`src/rtl/spi_pkg.sv`:
```
// Shared types and helpers for the SPI frame slave: FSM state encoding, counter sizing
// and SPI-mode-to-sample-edge selection.
package spi_pkg;

    typedef enum logic [1:0] {
        IDLE  = 2'd0,
        SHIFT = 2'd1,
        DONE  = 2'd2
    } state_t;

    // Bit counter must reach FRAME_W+1 so an over-long frame stays distinguishable.
    function automatic int cnt_width(input int frame_w);
        return $clog2(frame_w + 2);
    endfunction

    // Sample on the rising SCLK edge when CPOL equals CPHA, otherwise on the falling edge.
    function automatic logic sample_on_rise(input int cpol, input int cpha);
        return (cpol == cpha);
    endfunction

endpackage

```
`src/rtl/spi_sync_edge.sv`:
```
// Multi-flop synchroniser for one asynchronous SPI pin, with rise/fall detection
// on the synchronised level against one extra delay flop.
module spi_sync_edge #(
    parameter int STAGES   = 2,
    parameter bit IDLE_VAL = 1'b0
) (
    input  logic clk,
    input  logic reset,
    input  logic din,
    output logic level,
    output logic rise,
    output logic fall
);

    logic [STAGES-1:0] sync_q;
    logic              dly_q;

    always_ff @(posedge clk) begin
        if (reset) begin
            sync_q <= {STAGES{IDLE_VAL}};
            dly_q  <= IDLE_VAL;
        end else begin
            sync_q <= {sync_q[STAGES-2:0], din};
            dly_q  <= sync_q[STAGES-1];
        end
    end

    assign level = sync_q[STAGES-1];
    assign rise  = sync_q[STAGES-1] & ~dly_q;
    assign fall  = ~sync_q[STAGES-1] & dly_q;

endmodule

```
`src/rtl/spi_frame_slave.sv`:
```
// SPI slave frame engine: receives one FRAME_W-bit command per select window, shifts a
// preloaded response out on miso, and flags short/long frames and receive overruns.
//
//   state | meaning
//   IDLE  | waiting for select to fall; miso held low
//   SHIFT | frame in progress, bits sampled/shifted on sclk edges
//   DONE  | one cycle after select rises; frame committed or flagged
module spi_frame_slave
    import spi_pkg::*;
#(
    parameter int FRAME_W     = 136,
    parameter int OPC_W       = 8,
    parameter int CPOL        = 0,
    parameter int CPHA        = 0,
    parameter int SYNC_STAGES = 2
) (
    input  logic               clk,
    input  logic               reset,
    input  logic               sclk,
    input  logic               ssel,
    input  logic               mosi,
    output logic               miso,
    output logic [FRAME_W-1:0] rx_data,
    output logic [OPC_W-1:0]   rx_opcode,
    output logic               rx_valid,
    input  logic               rx_ready,
    input  logic [FRAME_W-1:0] tx_data,
    output logic               tx_busy,
    output logic               err_len,
    output logic               err_ovr
);

    localparam int               CNT_W       = cnt_width(FRAME_W);
    localparam logic [CNT_W-1:0] CNT_FULL    = CNT_W'(FRAME_W);
    localparam logic [CNT_W-1:0] CNT_SAT     = CNT_W'(FRAME_W + 1);
    localparam bit               SAMPLE_RISE = sample_on_rise(CPOL, CPHA);

    logic sclk_lvl_unused, sclk_rise, sclk_fall;
    logic ssel_lvl, ssel_rise, ssel_fall;
    logic mosi_lvl, mosi_rise_unused, mosi_fall_unused;

    spi_sync_edge #(.STAGES(SYNC_STAGES), .IDLE_VAL(1'(CPOL))) u_sync_sclk (
        .clk(clk), .reset(reset), .din(sclk),
        .level(sclk_lvl_unused), .rise(sclk_rise), .fall(sclk_fall)
    );

    spi_sync_edge #(.STAGES(SYNC_STAGES), .IDLE_VAL(1'b1)) u_sync_ssel (
        .clk(clk), .reset(reset), .din(ssel),
        .level(ssel_lvl), .rise(ssel_rise), .fall(ssel_fall)
    );

    spi_sync_edge #(.STAGES(SYNC_STAGES), .IDLE_VAL(1'b0)) u_sync_mosi (
        .clk(clk), .reset(reset), .din(mosi),
        .level(mosi_lvl), .rise(mosi_rise_unused), .fall(mosi_fall_unused)
    );

    state_t             state_q, state_d;
    logic               start, finish;
    logic               fall_pend_q;
    logic [CNT_W-1:0]   cnt_q;
    logic [FRAME_W-1:0] rx_sr_q;
    logic [FRAME_W-1:0] tx_sr_q;
    logic               sample_edge, shift_edge, shifting;

    assign sample_edge = SAMPLE_RISE ? sclk_rise : sclk_fall;
    assign shift_edge  = SAMPLE_RISE ? sclk_fall : sclk_rise;
    // Edges seen in the same cycle as the select release belong to no frame.
    assign shifting    = (state_q == SHIFT) && !ssel_lvl;

    always_ff @(posedge clk) begin
        if (reset) state_q <= IDLE;
        else       state_q <= state_d;
    end

    always_comb begin
        state_d = state_q;
        start   = 1'b0;
        finish  = 1'b0;
        case (state_q)
            IDLE: begin
                if (ssel_fall || fall_pend_q) begin
                    state_d = SHIFT;
                    start   = 1'b1;
                end
            end
            SHIFT: begin
                if (ssel_rise) begin
                    state_d = DONE;
                    finish  = 1'b1;
                end
            end
            DONE:    state_d = IDLE;
            default: state_d = IDLE;
        endcase
    end

    always_ff @(posedge clk) begin
        if (reset) begin
            miso        <= 1'b0;
            rx_data     <= '0;
            rx_valid    <= 1'b0;
            tx_busy     <= 1'b0;
            err_len     <= 1'b0;
            err_ovr     <= 1'b0;
            cnt_q       <= '0;
            rx_sr_q     <= '0;
            tx_sr_q     <= '0;
            fall_pend_q <= 1'b0;
        end else begin
            err_len <= 1'b0;
            err_ovr <= 1'b0;

            if (rx_valid && rx_ready) rx_valid <= 1'b0;

            if (state_q == DONE && ssel_fall) fall_pend_q <= 1'b1;
            else if (start)                   fall_pend_q <= 1'b0;

            if (state_q == IDLE && !start) miso <= 1'b0;

            if (start) begin
                tx_busy <= 1'b1;
                cnt_q   <= '0;
                if (CPHA == 0) begin
                    miso    <= tx_data[FRAME_W-1];
                    tx_sr_q <= {tx_data[FRAME_W-2:0], 1'b0};
                end else begin
                    miso    <= 1'b0;
                    tx_sr_q <= tx_data;
                end
            end

            if (shifting) begin
                if (sample_edge) begin
                    rx_sr_q <= {rx_sr_q[FRAME_W-2:0], mosi_lvl};
                    if (cnt_q != CNT_SAT) cnt_q <= cnt_q + 1'b1;
                end
                // In CPHA 0 the first bit is already on miso; a stray shift edge before
                // the first sample must not advance it.
                if (shift_edge && !(CPHA == 0 && cnt_q == '0)) begin
                    miso    <= tx_sr_q[FRAME_W-1];
                    tx_sr_q <= {tx_sr_q[FRAME_W-2:0], 1'b0};
                end
            end

            if (finish) tx_busy <= 1'b0;

            if (state_q == DONE) begin
                miso <= 1'b0;
                if (cnt_q == CNT_FULL) begin
                    if (rx_valid) begin
                        err_ovr <= 1'b1;
                    end else begin
                        rx_data  <= rx_sr_q;
                        rx_valid <= 1'b1;
                    end
                end else begin
                    err_len <= 1'b1;
                end
            end
        end
    end

    assign rx_opcode = rx_data[FRAME_W-1 -: OPC_W];

endmodule

```
`config.mk`:
```
export PLATFORM = sky130hd
export DESIGN_NAME = spi_frame_slave
export DESIGN_NICKNAME = d
export VERILOG_FILES = /design/src/rtl/spi_pkg.sv /design/src/rtl/spi_sync_edge.sv /design/src/rtl/spi_frame_slave.sv
export SDC_FILE = /design/constraint.sdc
export NUM_CORES = 1
export LEC_CHECK = 0
export BUFFER_PORTS_ARGS = -buffer_cell sky130_fd_sc_hd__buf_4
export CORE_UTILIZATION = 45
export CTS_CLUSTER_SIZE = 28
export DETAILED_ROUTE_END_ITERATION = 6
export MAX_ROUTING_LAYER = met4
export PLACE_DENSITY = 0.67
export RECOVER_POWER = 100
export REMOVE_ABC_BUFFERS = 1
export SKIP_LAST_GASP = 1
export SLEW_MARGIN = 20
export SYNTH_ARGS = -nofsm -noshare
export SYNTH_HDL_FRONTEND = slang
export SYNTH_SLANG_ARGS = --single-unit
```
`constraint.sdc`:
```
create_clock -name clk -period 5.7 [get_ports clk]
set_clock_uncertainty 0.1 [all_clocks]
set_input_delay 0.285 -clock clk [delete_from_list [all_inputs] [get_ports clk]]
set_output_delay 0.285 -clock clk [all_outputs]
set_load 0.01 [all_outputs]
```
; Word level (Yosys, flattened, before mapping)
; Index checks and enable logic that the tools add are counted.
[word_totals]
wordCells = 79
ramBits = 0
ff_bits = 432
input_bits = 142
latchBits = 0
output_inout_bits = 149
mem_count = 0
rom_bits = 0
[classes]
n_reduce_logical = 19
addsub = 1
multipliers = 0
shifts = 0
muxes = 26
eq_ne = 6
n_bitwise = 11
magnitude_cmp = 0
div = 0
[op_table]
columns = cell, n
row1 = 2-to-1 mux 136 bit, 3
row2 = 2-to-1 mux 8 bit, 4
row3 = 2-to-1 mux 1 bit, 16
row4 = "adder 8 x 1 -> 8 bit, second input constant", 1
row5 = "== test 8 bit, second input constant", 1
row6 = logical NOT 8 bit, 1
row7 = "inequality test 8 bit, second input constant", 1
row8 = inverter 1 bit, 7
row9 = OR reduction 2 bit, 3
row10 = logical AND 1 bit, 5
row11 = AND 1 bit, 4
row12 = 2-to-1 mux 2 bit, 2
row13 = "inequality test 2 bit, second input constant", 2
row14 = one-hot mux 2 bit (2 select lines), 1
row15 = AND reduction 2 bit, 2
row16 = logical NOT 1 bit, 3
row17 = AND reduction 3 bit, 1
row18 = OR reduction 3 bit, 1
row19 = "== test 2 x 1 -> 1 bit, second input constant", 1
row20 = "== test 2 bit, second input constant", 1
row21 = logical NOT 2 bit, 1
row22 = nonzero test 2 bit, 1
row23 = logical OR 1 bit, 1

; Logic depth before layout (Yosys ltp)
; Gate-level depths: netlist of the first run.
[depth]
word_depth = 11
mapped_depth = 9
depth_no_buf = 6

; Modules after synthesis
; A second synthesis of the first run with hierarchy kept.
[unflattened]
hier_cells = 2055
hier_area_um2 = 16213.0
[modules_own_cells]
columns = module, area_each_um2, cells_each, seq_area_each_um2, n_inst
row1 = spi_frame_slave, 15937.8, 2031, 8488.1, 1
row2 = spi_sync_edge (u_sync_mosi ...), 91.3, 8, 60.1, 2
row3 = spi_sync_edge (u_sync_ssel), 92.6, 8, 60.1, 1

; Worst setup path after synthesis of the first run
; No wires, ideal clock.
[synth_path]
kind = register to register
start = reg cnt_q[2]
end = reg rx_data[37]
arrival_ns = 1.840
slack_ns = 3.627
setup_time_ns = 0.132
period_less_slack_ns = 2.073
n_path_buf = 2
path_stages_with_launch = 7
required_ns = 5.468
cell_sequence = dfxtp_1 > or4_4 > or4_4 > buf_4 > buf_6 > nand2_1 > a21oi_1
[synth_via]
elab_chain_cells = 2
[synth_lines]
columns = item, line_no
row1 = start: declaration, spi_frame_slave.sv:60  ; logic [CNT_W-1:0] cnt_q;
row2 = start signal: assignment, spi_frame_slave.sv:135  ; if (cnt_q != CNT_SAT) cnt_q <= cnt_q + 1'b1;
row3 = == test 8 bit, spi_frame_slave.sv:149  ; if (cnt_q == CNT_FULL) begin
row4 = AND reduction 3 bit (no source line), n/a
row5 = end signal: assignment, spi_frame_slave.sv:153  ; rx_data <= rx_sr_q;
row6 = end: declaration, spi_frame_slave.sv:23  ; output logic [FRAME_W-1:0] rx_data,
; No other way between the ends.
; A chain may end at the register's enable or synchronous reset.

; Worst setup path after layout of the first run
[layout_path]
start = reg state_q[1]
end = reg rx_sr_q[92]
[layout_via]
elab_chain_cells = 3
[layout_lines]
columns = item, line_no
row1 = start: declaration, spi_frame_slave.sv:57  ; state_t state_q, state_d;
row2 = start signal: assignment, spi_frame_slave.sv:72  ; else state_q <= state_d;
row3 = == test 2 x 1 -> 1 bit, spi_frame_slave.sv:68  ; assign shifting = (state_q == SHIFT) && !ssel_lvl;
row4 = logical AND 1 bit, spi_frame_slave.sv:68
row5 = AND reduction 2 bit (no source line), n/a
row6 = end signal: assignment, spi_frame_slave.sv:134  ; rx_sr_q <= {rx_sr_q[FRAME_W-2:0], mosi_lvl};
row7 = end: declaration, spi_frame_slave.sv:61  ; logic [FRAME_W-1:0] rx_sr_q;
; No other way between the ends.

==> results.yml, run 1 <==
synthesis:
  synth.top_cells.by_area: "sky130_fd_sc_hd__dfxtp_1, sky130_fd_sc_hd__nand2_1, sky130_fd_sc_hd__a21oi_1"
  synth_warnings: 0
  synthCells: 2048
  synthDominantCellAreaShare: 0.5332
  yosysUniqueCellTypes: 42
  syn-mean-instance-area_um2: 7.920
  synthArstFlopShare: 0
  synth-seq-area-share: 0.5332
  ys.flop_type: "sky130_fd_sc_hd__dfxtp_1"
  post-synth-top-area-cell: "sky130_fd_sc_hd__dfxtp_1"
  syn_area_um2: 16220
  synth-seq-cells: 432
  synth-edff-count: 0
grt:
  globalRouteMet1Util: 0.2980
  met2_usage: 0.3489
  first_global_vias: 13580
  grtUsageTotal: 0.2242
  top_usage_layer: "met2"
  antenna_found_initial: 0
  grt_start_max_net_pins: 274
  gr-total-overflow: 0
  grt.met3_usage: 0.04093
  first_pass_grt_wire_length_um: 66460
clocking:
  clock_transition_at_the_registers_of_the_reported_paths_ns: 0.06
  clock_path_buffers: 3
  cts_root_buf: "sky130_fd_sc_hd__clkbuf_16"
  cts_tree: "built"
  worst_skew_pair.late_latency_ns: 0.54
  clock_sinks: 432
  post_cts.repair.setup_buffers: 0
  cts_buffers: 46
  cts.htree.levels: 2
sta:
  unrepaired_setup_endpoints_after_global_routing: "no"
  finalHoldViolations: 0
  finalSetupViolations: 0
  fin_setup_tns_ns: 0
  final_max_slew_viol_count: 290
  post-route-period-util: 0.6949
  tightest_slew_ns: 2.296
  maxSlewHeadroom: -0.5308
  max_freq_mhz: 252.5
  period_minus_slack_ns: 3.961
flow_run:
  max-cap-violations: 5
place:
  dp.final_hpwl_um: 23250
  gpl.final_weighted_congestion: 0.7935
  port_buffers: 290
  placement.cell_area_um2: 18250
finish:
  drive_above_1_share: 0.09528
  area_growth_pct: 26.71
  diodes: 0
  layout.nets: 2506
  finish.instance_area_um2: 20550
floorplan:
  rows: 69
  fp.coreArea_um2: 35480
  die_y_um: 191.9
  fp.dieArea_um2: 36810
  dieWidth_um: 191.9
  initial_core_util: 0.4571
  ios: 291
pwr:
  power_leakage_nw: 7.307
  p_per_area_nw_per_um2: 307.6
  irDropWorstVdd_mv: 0.2270
critical_path:
  slowest_stage_delay_cp_ns: 1.63
  worst_path_max_delay_cell: "sky130_fd_sc_hd__clkbuf_1"
  critical_path.endpoint_type: "flop"
  worstSetupPathType: "reg2reg"
  critical_path.cell_chain: "or3b_1, or2_4, clkbuf_1, nand2_1, a21oi_1"
  critPathTopFamily: "buffers and inverters"
  worstSetupStartpointType: "flop"
  critical_path_buf_inv_count: 1
  critical_path_fanout_max: 90
  wp_data_required_ns: 6.04
  critical_path_arrival_ns: 4.30
route:
  detailed_route_vias_per_instance: 5.168
  wire_per_inst_um: 14.52
  drc: 3
  detailed_routing_iteration_count_for_the_pre_antenna_repair_pass: 7
  postRouteWirelength_um: 41450
  dr.first_iter.drc_count: 1097
  ant_nets: 0
  routed_vias: 14750
worst_hold_path:
  holdCritPathClass: "in2reg"
status:
  status: "finished with violations"
  violated_checks: "design-rule violations, max-capacitance violations, max-slew violations"
-- worst paths after layout --
check	from	end	slack, ns	cells after the start
worst max-delay path	state_q[1]	rx_sr_q[92]	1.74	5
worst min-delay path	reset	u_sync_sclk.sync_q[1]	0.22	2
worst max register to register	state_q[1]	rx_sr_q[92]	1.74	5
worst min register to register	u_sync_ssel.sync_q[0]	u_sync_ssel.sync_q[1]	0.32	1
-- sequential cells by signal, indices dropped and copies added, names as in the netlist --
signal,count
u_sync_ssel.dly_q,1
state_q,2
rx_valid,1
miso,1
u_sync_sclk.sync_q,2
u_sync_mosi.sync_q,2
cnt_q,8
fall_pend_q,1
rx_data,136
err_ovr,1
u_sync_ssel.sync_q,2
tx_busy,1
u_sync_sclk.dly_q,1
tx_sr_q,136
rx_sr_q,136
err_len,1
-- power by group --
part	switching, W	internal [W]
registers	0.0000212	0.00306
logic	0.000144	0.000162
clock network	0.00117	0.00177
total	0.00133	0.00499
-- area by class of cell --
class | instances | area, um^2
fillers | 3231 | 14930
flip-flops and latches | 432 | 8648
multi-input cells | 1436 | 6684
repair buffers | 442 | 3138
clock buffers | 71 | 1399
well taps | 461 | 576.8
clock inverters | 9 | 95.09
inverters | 3 | 11.26
-- cells in the final DEF (no fill, tap or decap), types with 3 or more instances in the layout --
master	synthesis	layout
sky130_fd_sc_hd__clkinv_2	0	7
sky130_fd_sc_hd__ha_1	3	3
sky130_fd_sc_hd__clkbuf_1	105	165
sky130_fd_sc_hd__nand2_1	817	817
sky130_fd_sc_hd__a311oi_1	135	135
sky130_fd_sc_hd__and3_1	5	5
sky130_fd_sc_hd__dfxtp_1	432	432
sky130_fd_sc_hd__clkbuf_16	0	49
sky130_fd_sc_hd__dlygate4sd3_1	0	140
sky130_fd_sc_hd__buf_4	9	142
sky130_fd_sc_hd__inv_1	3	3
sky130_fd_sc_hd__nand3_1	4	4
sky130_fd_sc_hd__nor3_1	5	5
sky130_fd_sc_hd__nand2b_1	4	4
sky130_fd_sc_hd__nor2b_1	7	7
sky130_fd_sc_hd__nor2_1	143	143
sky130_fd_sc_hd__buf_12	0	3
sky130_fd_sc_hd__clkbuf_8	0	9
sky130_fd_sc_hd__or2_2	4	3
sky130_fd_sc_hd__a21oi_1	277	277
-- metal layers --
| layer | part of all wire | vias to the layer above |
|---|---|---|
| met3 | 0.061 | 76 |
| met5 | 0 | - |
| met2 | 0.45 | 439 |
| met1 | 0.47 | 6812 |
| met4 | 0.021 | 0 |
| li1 | - | 7422 |
-- repair_timing --
item                                   CTS  global route
resized for setup                        0             0
hold buffers                           140             0
endpoints found under the hold margin  140             0
-- Yosys cell counts (all sizes together), types with 2 or more instances --
cell type	n
or2	4
nor2	144
buf	72
nand3	4
nor4	2
or4	2
nor3	5
o21ai	3
xnor2	2
nor2b	7
a22o	2
or3	2
a311oi	135
clkbuf	105
nand2b	4
a21oi	277
dfxtp	432
and3	5
nand2	817
inv	3
a221o	2
ha	3
-- metrics by stage --
step	cells	setup WS, ns	util	hold slack, ns	power (W)
after floorplan	1871	-5.143	-	0.2541	0.003217
after global placement	2634	2.884	0.5142	0.3010	0.003362
after detailed placement	2634	2.820	0.5142	0.3081	0.003367
after CTS	2854	2.792	0.5958	0.1670	0.006375
after global routing	2854	1.293	0.5792	0.2343	0.006541
final	2854	1.739	0.5792	0.2192	0.006321
-- kinds of logic (layout without fill, tap and decap cells) --
kind of cell	count (synthesis)	after routing	share of synthesized area
muxes	1	1	0.0006942
buffers and inverters	180	525	0.05593
DFF	432	432	0.5332
xor gates and xnor gates	2	2	0.001080
AOI/OAI and AO/OA	427	427	0.1669
and+or+nand+nor	1003	1003	0.2399
adders and majority gates	3	3	0.002315
No activity file was read; power rests on OpenSTA's default activity.
==> inputs of run 2 (changes only) <==
- PLACE_DENSITY: 0.67 -> 0.69
- clock period: 5.7 -> 3.5 ns (I/O delays scaled with it)
==> run 2 against run 1 <==
Net effect: the run ends with max-capacitance violations, max-slew violations left; combinational power rose by 70%; via count rose by 1.9%; global-route usage rose by 0.45 points; count of clock-buffer cells in the layout fell by 1; utilization rose by 0.30 points; first-iteration DRC count barely moved; critical endpoint is now tx_sr_q[101]; largest power group unchanged.
==> results.yml, run 2 (synthesized netlist as in run 1, its figures left out) <==
finish:
  area_growth_pct: 27.36
  most_frequent_standard_cell_in_the_layout_excluding_fill_and_tap_cells: "sky130_fd_sc_hd__nand2_1"
  finish.instance_area_um2: 20660
  layout.nets: 2512
  drive_above_1_share: 0.09712
  diodes: 0
  post-route-util: 0.5822
  fill_cells: 3211
  reg_top3: "rx_data x136, rx_sr_q x136, tx_sr_q x136"
  commonest_cells_after_routing_fill_and_taps_aside: "sky130_fd_sc_hd__nand2_1, sky130_fd_sc_hd__dfxtp_1, sky130_fd_sc_hd__a21oi_1"
clocking:
  cts-resized-gates: 0
  cts.htree.levels: 2
  cts_tree: "built"
  cts_root_buf: "sky130_fd_sc_hd__clkbuf_16"
  clock_transition_at_the_registers_of_the_reported_paths_ns: 0.06
  clock_path_buffers: 3
  cts_buffers: 44
  clock_sinks: 432
  worst_skew_pair.late_latency_ns: 0.53
  post_cts.repair.setup_buffers: 0
floorplan:
  initial_core_util: 0.4571
  ios: 291
  dieWidth_um: 191.9
  fp.dieArea_um2: 36810
  rows: 69
  fp.coreArea_um2: 35480
  die_y_um: 191.9
sta:
  final_max_slew_viol_count: 104
  finalHoldViolations: 0
  finalSetupViolations: 0
  pnr_worst_setup_slack_ns: 0.5004
  tightest_slew_ns: 2.380
  unrepaired_setup_endpoints_after_global_routing: "no"
  post-route-period-util: 0.8570
  maxSlewHeadroom: -0.5865
  max_freq_mhz: 333.4
  fin_worst_hold_slack_ns: 0.3093
  fin_setup_tns_ns: 0
  period_minus_slack_ns: 3.000
route:
  detailed_routing_iteration_count_for_the_pre_antenna_repair_pass: 5
  postRouteWirelength_um: 42470
  wire_per_inst_um: 14.85
  drc: 0
  ant_nets: 0
  routed_vias: 15030
  detailed_route_vias_per_instance: 5.256
  dr.first_iter.drc_count: 1096
grt:
  first_pass_grt_wire_length_um: 67740
  grtUsageTotal: 0.2287
  gr-total-overflow: 0
  first_global_vias: 13750
  antenna_found_initial: 0
  grt_start_max_net_pins: 138
pwr:
  power_leakage_nw: 7.361
  p_per_area_nw_per_um2: 492.3
  irDropWorstVdd_mv: 0.4164
critical_path:
  critical_path_arrival_ns: 3.27
  critical_path_fanout_max: 103
  worstSetupPathType: "reg2reg"
  worstSetupStartpointType: "flop"
  critical_path.endpoint_type: "flop"
  wp_data_required_ns: 3.77
worst_hold_path:
  holdCritPathClass: "reg2reg"
place:
  dp.final_hpwl_um: 24100
  port_buffers: 290
  gpl.final_weighted_congestion: 0.8312
  place_worst_setup_slack_ns: 0.9530
  placement.cell_area_um2: 18400
flow_run:
  max-cap-violations: 1
status:
  violated_checks: "max-capacitance violations, max-slew violations"
  status: "finished with violations"
run 2: worst paths after layout:
path / start / endpoint / slack, ns / cells past startpoint
max: cnt_q[2] / tx_sr_q[101] / 0.50 / 5
max reg2reg: cnt_q[2] / tx_sr_q[101] / 0.50 / 5
min: u_sync_ssel.sync_q[0] / u_sync_ssel.sync_q[1] / 0.31 / 1
min reg2reg: u_sync_ssel.sync_q[0] / u_sync_ssel.sync_q[1] / 0.31 / 1
run 2: final cells by class:
| class | instances | area (um^2) | share of cell area |
|---|---|---|---|
| Multi-Input combinational cell | 1436 | 6670 | 0.3229 |
| Sequential cell | 432 | 8648 | 0.4187 |
| Clock inverter | 8 | 101.3 | 0.004906 |
| Tap cell | 461 | 576.8 | 0.02792 |
| Timing Repair Buffer | 450 | 3308 | 0.1601 |
| Inverter | 3 | 11.26 | 0.0005451 |
| Clock buffer | 70 | 1341 | 0.06493 |
run 2: what timing repair did:
action,4_1_cts,5_1_grt
hold buffers,140,0
endpoints found under the hold margin,140,0
endpoints found under the setup margin,0,0
run 2: through the flow:
stage          power, W  std cells
3_3_place_gp   0.005493       2641
3_5_place_dp   0.005498       2641
6_report        0.01017       2860
5_1_grt         0.01051       2860
2_1_floorplan  0.005239       1871
4_1_cts         0.01024       2859
run 2: worst max-delay path, cell delays in order (launching register included):
cell                       delay [ns]
sky130_fd_sc_hd__dfxtp_1         0.38
sky130_fd_sc_hd__nor4_1          0.71
sky130_fd_sc_hd__a311o_2         0.69
sky130_fd_sc_hd__buf_12          0.41
sky130_fd_sc_hd__nor2_1          0.13
sky130_fd_sc_hd__a311oi_1        0.37
run 2: power by group:
group | leakage, nW | total [W] | internal (W) | switching [W]
Clock | 0.710 | 0.00463 | 0.00277 | 0.00187
Combinational | 3.16 | 0.000521 | 0.000274 | 0.000248
Sequential | 3.49 | 0.00502 | 0.00498 | 0.0000347
Total | 7.36 | 0.0102 | 0.00802 | 0.00215
run 2: layer usage:
layer / wire length, um / GRT usage
met3: 3111 / 0.03800
met2: 19290 / 0.3509
met4: 895 / 0.06136
met5: 0 / -
met1: 19170 / 0.3107
